==> src/rtl/mmio_uart_tx.sv <==
// mmio_uart_tx: memory-mapped UART transmitter with a TXDATA/STATUS window, byte FIFO and 8N1 serializer.
// Define MMIO_UART_TX_PARITY_EN for an even-parity bit between data and stop (STATUS bit4 reads 1).
module mmio_uart_tx #(
  parameter logic [31:0] BASE_ADDR    = 32'hFFFF_0000,
  parameter int          FIFO_DEPTH   = 8,
  parameter int          CLKS_PER_BIT = 16
) (
  input  logic        clk,
  input  logic        rst_n,
  input  logic [31:0] addr,
  input  logic [31:0] write_data,
  input  logic        write_enable,
  output logic        hit,
  output logic [31:0] read_data,
  output logic        tx,
  output logic        busy
);
  localparam int PW = $clog2(FIFO_DEPTH);
  localparam int CW = PW + 1;
  localparam int BW = $clog2(CLKS_PER_BIT);
  localparam logic [BW-1:0] BIT_LOAD = BW'(CLKS_PER_BIT - 1);
  localparam logic [CW-1:0] DEPTH_C  = CW'(FIFO_DEPTH);

  typedef enum logic [2:0] {
    S_IDLE,
    S_START,
    S_DATA,
`ifdef MMIO_UART_TX_PARITY_EN
    S_PARITY,
`endif
    S_STOP
  } state_t;

  logic sel_tx, sel_status;
  assign hit        = (addr >= BASE_ADDR) && (addr <= BASE_ADDR + 32'd7);
  assign sel_tx     = (addr == BASE_ADDR);
  assign sel_status = (addr == BASE_ADDR + 32'd4);

  logic [7:0]    mem_q [FIFO_DEPTH];
  logic [PW-1:0] wr_ptr_q, rd_ptr_q;
  logic [CW-1:0] count_q;
  logic          overflow_q;
  logic          full, empty, push_req, push_ok, pop;

  // Fullness is taken from the registered count, so a same-cycle pop never rescues a push.
  assign full     = (count_q == DEPTH_C);
  assign empty    = (count_q == '0);
  assign push_req = write_enable && sel_tx;
  assign push_ok  = push_req && !full;

  always_ff @(posedge clk) begin
    if (push_ok) mem_q[wr_ptr_q] <= write_data[7:0];
  end

  always_ff @(posedge clk or negedge rst_n) begin
    if (!rst_n) begin
      wr_ptr_q   <= '0;
      rd_ptr_q   <= '0;
      count_q    <= '0;
      overflow_q <= 1'b0;
    end else begin
      if (push_ok) wr_ptr_q <= wr_ptr_q + 1'b1;
      if (pop)     rd_ptr_q <= rd_ptr_q + 1'b1;
      case ({push_ok, pop})
        2'b10:   count_q <= count_q + 1'b1;
        2'b01:   count_q <= count_q - 1'b1;
        default: count_q <= count_q;
      endcase
      if (push_req && full)
        overflow_q <= 1'b1;
      else if (write_enable && sel_status && write_data[3])
        overflow_q <= 1'b0;
    end
  end

  state_t        state_q;
  logic [BW-1:0] bit_cnt_q;
  logic [2:0]    bit_idx_q;
  logic [7:0]    frame_q;
  logic          tx_q, busy_q, tx_d, bit_done;

  assign bit_done = (bit_cnt_q == '0);
  assign pop      = !empty && ((state_q == S_IDLE) || ((state_q == S_STOP) && bit_done));

  always_comb begin
    tx_d = 1'b1;
    case (state_q)
      S_START:  tx_d = 1'b0;
      S_DATA:   tx_d = frame_q[bit_idx_q];
`ifdef MMIO_UART_TX_PARITY_EN
      S_PARITY: tx_d = ^frame_q;
`endif
      default:  tx_d = 1'b1;
    endcase
  end

  // tx and busy are registered from the current state, so the line trails the FSM by one cycle.
  always_ff @(posedge clk or negedge rst_n) begin
    if (!rst_n) begin
      state_q   <= S_IDLE;
      bit_cnt_q <= '0;
      bit_idx_q <= '0;
      frame_q   <= '0;
      tx_q      <= 1'b1;
      busy_q    <= 1'b0;
    end else begin
      tx_q   <= tx_d;
      busy_q <= (state_q != S_IDLE) || !empty;
      case (state_q)
        S_IDLE: begin
          if (pop) begin
            frame_q   <= mem_q[rd_ptr_q];
            bit_cnt_q <= BIT_LOAD;
            state_q   <= S_START;
          end
        end
        S_START: begin
          if (bit_done) begin
            bit_cnt_q <= BIT_LOAD;
            bit_idx_q <= '0;
            state_q   <= S_DATA;
          end else begin
            bit_cnt_q <= bit_cnt_q - 1'b1;
          end
        end
        S_DATA: begin
          if (bit_done) begin
            bit_cnt_q <= BIT_LOAD;
            if (bit_idx_q == 3'd7) begin
`ifdef MMIO_UART_TX_PARITY_EN
              state_q <= S_PARITY;
`else
              state_q <= S_STOP;
`endif
            end else begin
              bit_idx_q <= bit_idx_q + 1'b1;
            end
          end else begin
            bit_cnt_q <= bit_cnt_q - 1'b1;
          end
        end
`ifdef MMIO_UART_TX_PARITY_EN
        S_PARITY: begin
          if (bit_done) begin
            bit_cnt_q <= BIT_LOAD;
            state_q   <= S_STOP;
          end else begin
            bit_cnt_q <= bit_cnt_q - 1'b1;
          end
        end
`endif
        S_STOP: begin
          if (bit_done) begin
            if (pop) begin
              frame_q   <= mem_q[rd_ptr_q];
              bit_cnt_q <= BIT_LOAD;
              state_q   <= S_START;
            end else begin
              state_q <= S_IDLE;
            end
          end else begin
            bit_cnt_q <= bit_cnt_q - 1'b1;
          end
        end
        default: state_q <= S_IDLE;
      endcase
    end
  end

  logic [31:0] status;
  always_comb begin
    status     = '0;
    status[0]  = full;
    status[1]  = empty;
    status[2]  = (state_q != S_IDLE);
    status[3]  = overflow_q;
`ifdef MMIO_UART_TX_PARITY_EN
    status[4]  = 1'b1;
`endif
    status[15:8] = 8'(count_q);
  end

  assign read_data = sel_status ? status : 32'h0;
  assign tx        = tx_q;
  assign busy      = busy_q;

  logic unused_wdata;
  assign unused_wdata = ^write_data[31:8];
endmodule

==> config.mk <==
export PLATFORM = sky130hd
export DESIGN_NAME = mmio_uart_tx
export DESIGN_NICKNAME = d
export VERILOG_FILES = /design/src/rtl/mmio_uart_tx.sv
export SDC_FILE = /design/constraint.sdc
export NUM_CORES = 1
export LEC_CHECK = 0
export ABC_AREA = 1
export CAP_MARGIN = 5
export CELL_PAD_IN_SITES_DETAIL_PLACEMENT = 1
export CELL_PAD_IN_SITES_GLOBAL_PLACEMENT = 1
export CORE_MARGIN = 5
export CORE_UTILIZATION = 39
export DETAILED_ROUTE_END_ITERATION = 16
export PLACE_DENSITY = 0.91
export SETUP_SLACK_MARGIN = 0.3
export SYNTH_ARGS = -nofsm -noshare
export SYNTH_HDL_FRONTEND = slang
export SYNTH_SLANG_ARGS = --single-unit
==> constraint.sdc <==
create_clock -name clk -period 2.9 [get_ports clk]
set_input_delay 0.58 -clock clk [delete_from_list [all_inputs] [get_ports clk]]
set_output_delay 0.58 -clock clk [all_outputs]
set_load 0.01 [all_outputs]
==> results <==
layout by cell type (no fill, tap or decap), types with 19 or more instances in the layout:
cell type / synthesis / final
dfrtp_1: 29 / 29
conb_1: 1 / 24
edfxtp_1: 64 / 64
nor2_1: 74 / 65
dlymetal6s2s_1: 0 / 24
buf_4: 25 / 19
inv_1: 38 / 36
nand2_1: 51 / 51
clkdlybuf4s50_1: 0 / 20
o21ai_0: 55 / 54
per-stage QoR:
stage          power (µW)  utilization [%]  cell area, µm²  TNS [ps]
5_1_grt              2850             49.2            5940         0
4_1_cts              2780             48.3            5830         0
2_1_floorplan        1510                -            4890         0
3_3_place_gp         1570             45.7            5510      -918
3_5_place_dp         1570             45.7            5510     -1340
6_report             2760             49.2            5940         0
per-layer routing:
metal  track usage (%)  up-vias
li1                  -     1730
met1              20.7     1862
met3              4.15       20
met5                 0        -
met2              34.4      129
met4              4.89        0
what timing repair did:
| item | in CTS | in global routing |
|---|---|---|
| resized for setup | 38 | 46 |
| hold buffers | 0 | 0 |
| pin swaps | 1 | 21 |
| setup endpoints to repair | 9 | 12 |
| setup buffers | 1 | 0 |
power by group:
part / switching (µW) / leakage [µW] / internal, µW / total [µW]
clock: 596 / 0.000151 / 620 / 1220
sequential: 0.00000188 / 0.000920 / 1430 / 1430
combinational: 59.2 / 0.00141 / 53.2 / 112
layout make-up:
type / count / area (µm²)
inverters: 43 / 166
fillers: 1324 / 6120
well taps: 168 / 210
flip-flops and latches: 94 / 2670
repair buffers: 72 / 693
clock buffers: 9 / 225
multi-input cells: 329 / 1890
clock inverters: 7 / 83.8
kinds of logic (layout without fill, tap and decap cells):
kind of cell             count (synthesis)  after routing  share of synthesized area [%]
adder cells (fa/ha/maj)                 15             15                           3.91
XOR/XNOR                                 8              8                           1.46
AO/OA/AOI/OAI                           96             96                           11.4
other                                    1             24                         0.0781
flip-flops                              94             94                           55.7
AND/OR/NAND/NOR                        186            186                           18.7
buffers and inverters                   79            131                           8.71
worst max-delay path, cell delays in order:
cell and delay (ps):
clkdlybuf4s50_1 410, inv_1 80, nand4_1 160, nor2_4 130
and2_4 190, nand2_8 90, nor2_1 150, buf_2 160
final timing paths:
check                           slack, ps            to       start  depth (start not counted)
worst max-delay path                  360  read_data[9]    addr[13]                          8
worst max register to register        400    count_q[3]  state_q[0]                         12
worst min register to register        490    overflow_q  overflow_q                          2
min in group asynchronous             630  bit_cnt_q[1]       rst_n                          2
worst min-delay path                  490    overflow_q  overflow_q                          2
max in group asynchronous            1920            tx       rst_n                          2
cells in the mapped netlist, types with 4 or more instances:
cell type / count
nand2_1: 51
ha_1: 15
inv_1: 38
buf_4: 25
nand4_1: 6
a21oi_1: 15
o21ai_2: 7
nand3_1: 16
nand3_2: 4
nor2_1: 74
nand2_2: 5
dfrtp_1: 29
nor3_1: 12
buf_2: 9
edfxtp_1: 64
o221ai_1: 5
o21ai_0: 55
o21ai_1: 6
xor2_1: 6
registers in the layout (all words and copies together), names as in the netlist:
register / flops
busy: 1
bit_cnt_q: 4
rd_ptr_q: 3
count_q: 4
wr_ptr_q: 3
state_q: 2
bit_idx_q: 3
tx: 1
frame_q: 8
overflow_q: 1
mem_q: 64
==> flow_metrics.env <==
export IMPL_syn_to_final_growth_pct=23.7
export IMPL_clk_transition_reported_paths_ps=80
export IMPL_fp_row_count=40
export IMPL_grt_pass1_wl_um=20700
export IMPL_drt_met1_wl_um=5170
export IMPL_drive_gt1_share_pct=17.1
export IMPL_drt_iter0_markers=305
export IMPL_grt_overflow=0
export IMPL_cts_sink_count=94
export IMPL_post_synth_top_area_cell="edfxtp_1"
export IMPL_worst_pin_slew_ps=583
export IMPL_grt_pass1_vias=3947
export IMPL_ant_nets=0
export IMPL_numCtsBuffers=9
export IMPL_pre_cts_ws_ps=-210
export IMPL_yosys_top_cells_area="edfxtp_1 (40%), dfrtp_1 (15%), nor2_1 (5.8%), o21ai_0 (5.7%), nand2_1 (4.0%)"
export IMPL_max_freq_mhz=394
export IMPL_wl_met3_um=695
export IMPL_fin_crit_sh_pct=87.5
export IMPL_synth_cell_types=40
export IMPL_io_buffers=53
export IMPL_slew_violations=0
export IMPL_synthCells=479
export IMPL_p_per_area_nw_per_um2=465
export IMPL_dieArea_um2=14600
export IMPL_syn_area_um2=4800
export IMPL_core_area_um2=12100
export IMPL_postSynthAreaPerCell_um2=10.0
export IMPL_synth_enable_flop_cells=64
export IMPL_synthArstFlopShare_pct=31.9
export IMPL_relSlewSlack_pct=61.1
export IMPL_io_pins=102
export IMPL_highest_layer="met4"
export IMPL_yosys_area_top_type_share_pct=40.0
export IMPL_crit_type="in2out"
export IMPL_track_usage_pct=18.3
export IMPL_cts_root_buf="clkbuf_16"
export IMPL_clock_latency_ps=360
export IMPL_critPathLaunchType="input port"
export IMPL_h_tree_depth=3
export IMPL_arrival_ps=1960
export IMPL_n_antenna_cell=0
export IMPL_grt_max_degree=35
export IMPL_avgRoutedWirePerCell_um=18.7
export IMPL_fp_dieH_um=121
export IMPL_power_leakage_uw=0.00248
export IMPL_dr_wl_met2_um=7370
export IMPL_wirelength_um=13500
export IMPL_rsz0062_at_grt="no"
export IMPL_vias=3741
export IMPL_skew_ps=10.3
export IMPL_ir_worst_vdd_mv=0.330
export IMPL_antenna_found_initial=0
export IMPL_place_congestion=0.797
export IMPL_hold_viol=0
export IMPL_dpl_hpwl_um=8860
export IMPL_crit_fanout=8
export IMPL_drv_cap=0
export IMPL_fin_crit_ps=2540
export IMPL_synth_ff_type="edfxtp_1"
export IMPL_end_kind="primary output"
export IMPL_worstPathRequired_ps=2320
export IMPL_vias_per_cell=5.18
export IMPL_status="finished, final reports clean"
export IMPL_finalSetupViolCount=0
export IMPL_initial_core_util_pct=39.8
export IMPL_fp_dieW_um=121
export IMPL_setup_ws_ps=362
export IMPL_hold_class="reg2reg"
export IMPL_dr_pass1_iters=5
export IMPL_synth_seq_cells=94
export IMPL_fin_cells=722
export IMPL_place_inst=705
export IMPL_cts_tree="built"
export IMPL_ys_seq_area_share_pct=55.7
export IMPL_hold_ws_ps=493
export IMPL_yosysWarnings=0
export IMPL_clock_path_buffers=2
export IMPL_drc=0
export IMPL_layout_nets=631
Power figures use the tool's default switching activity.
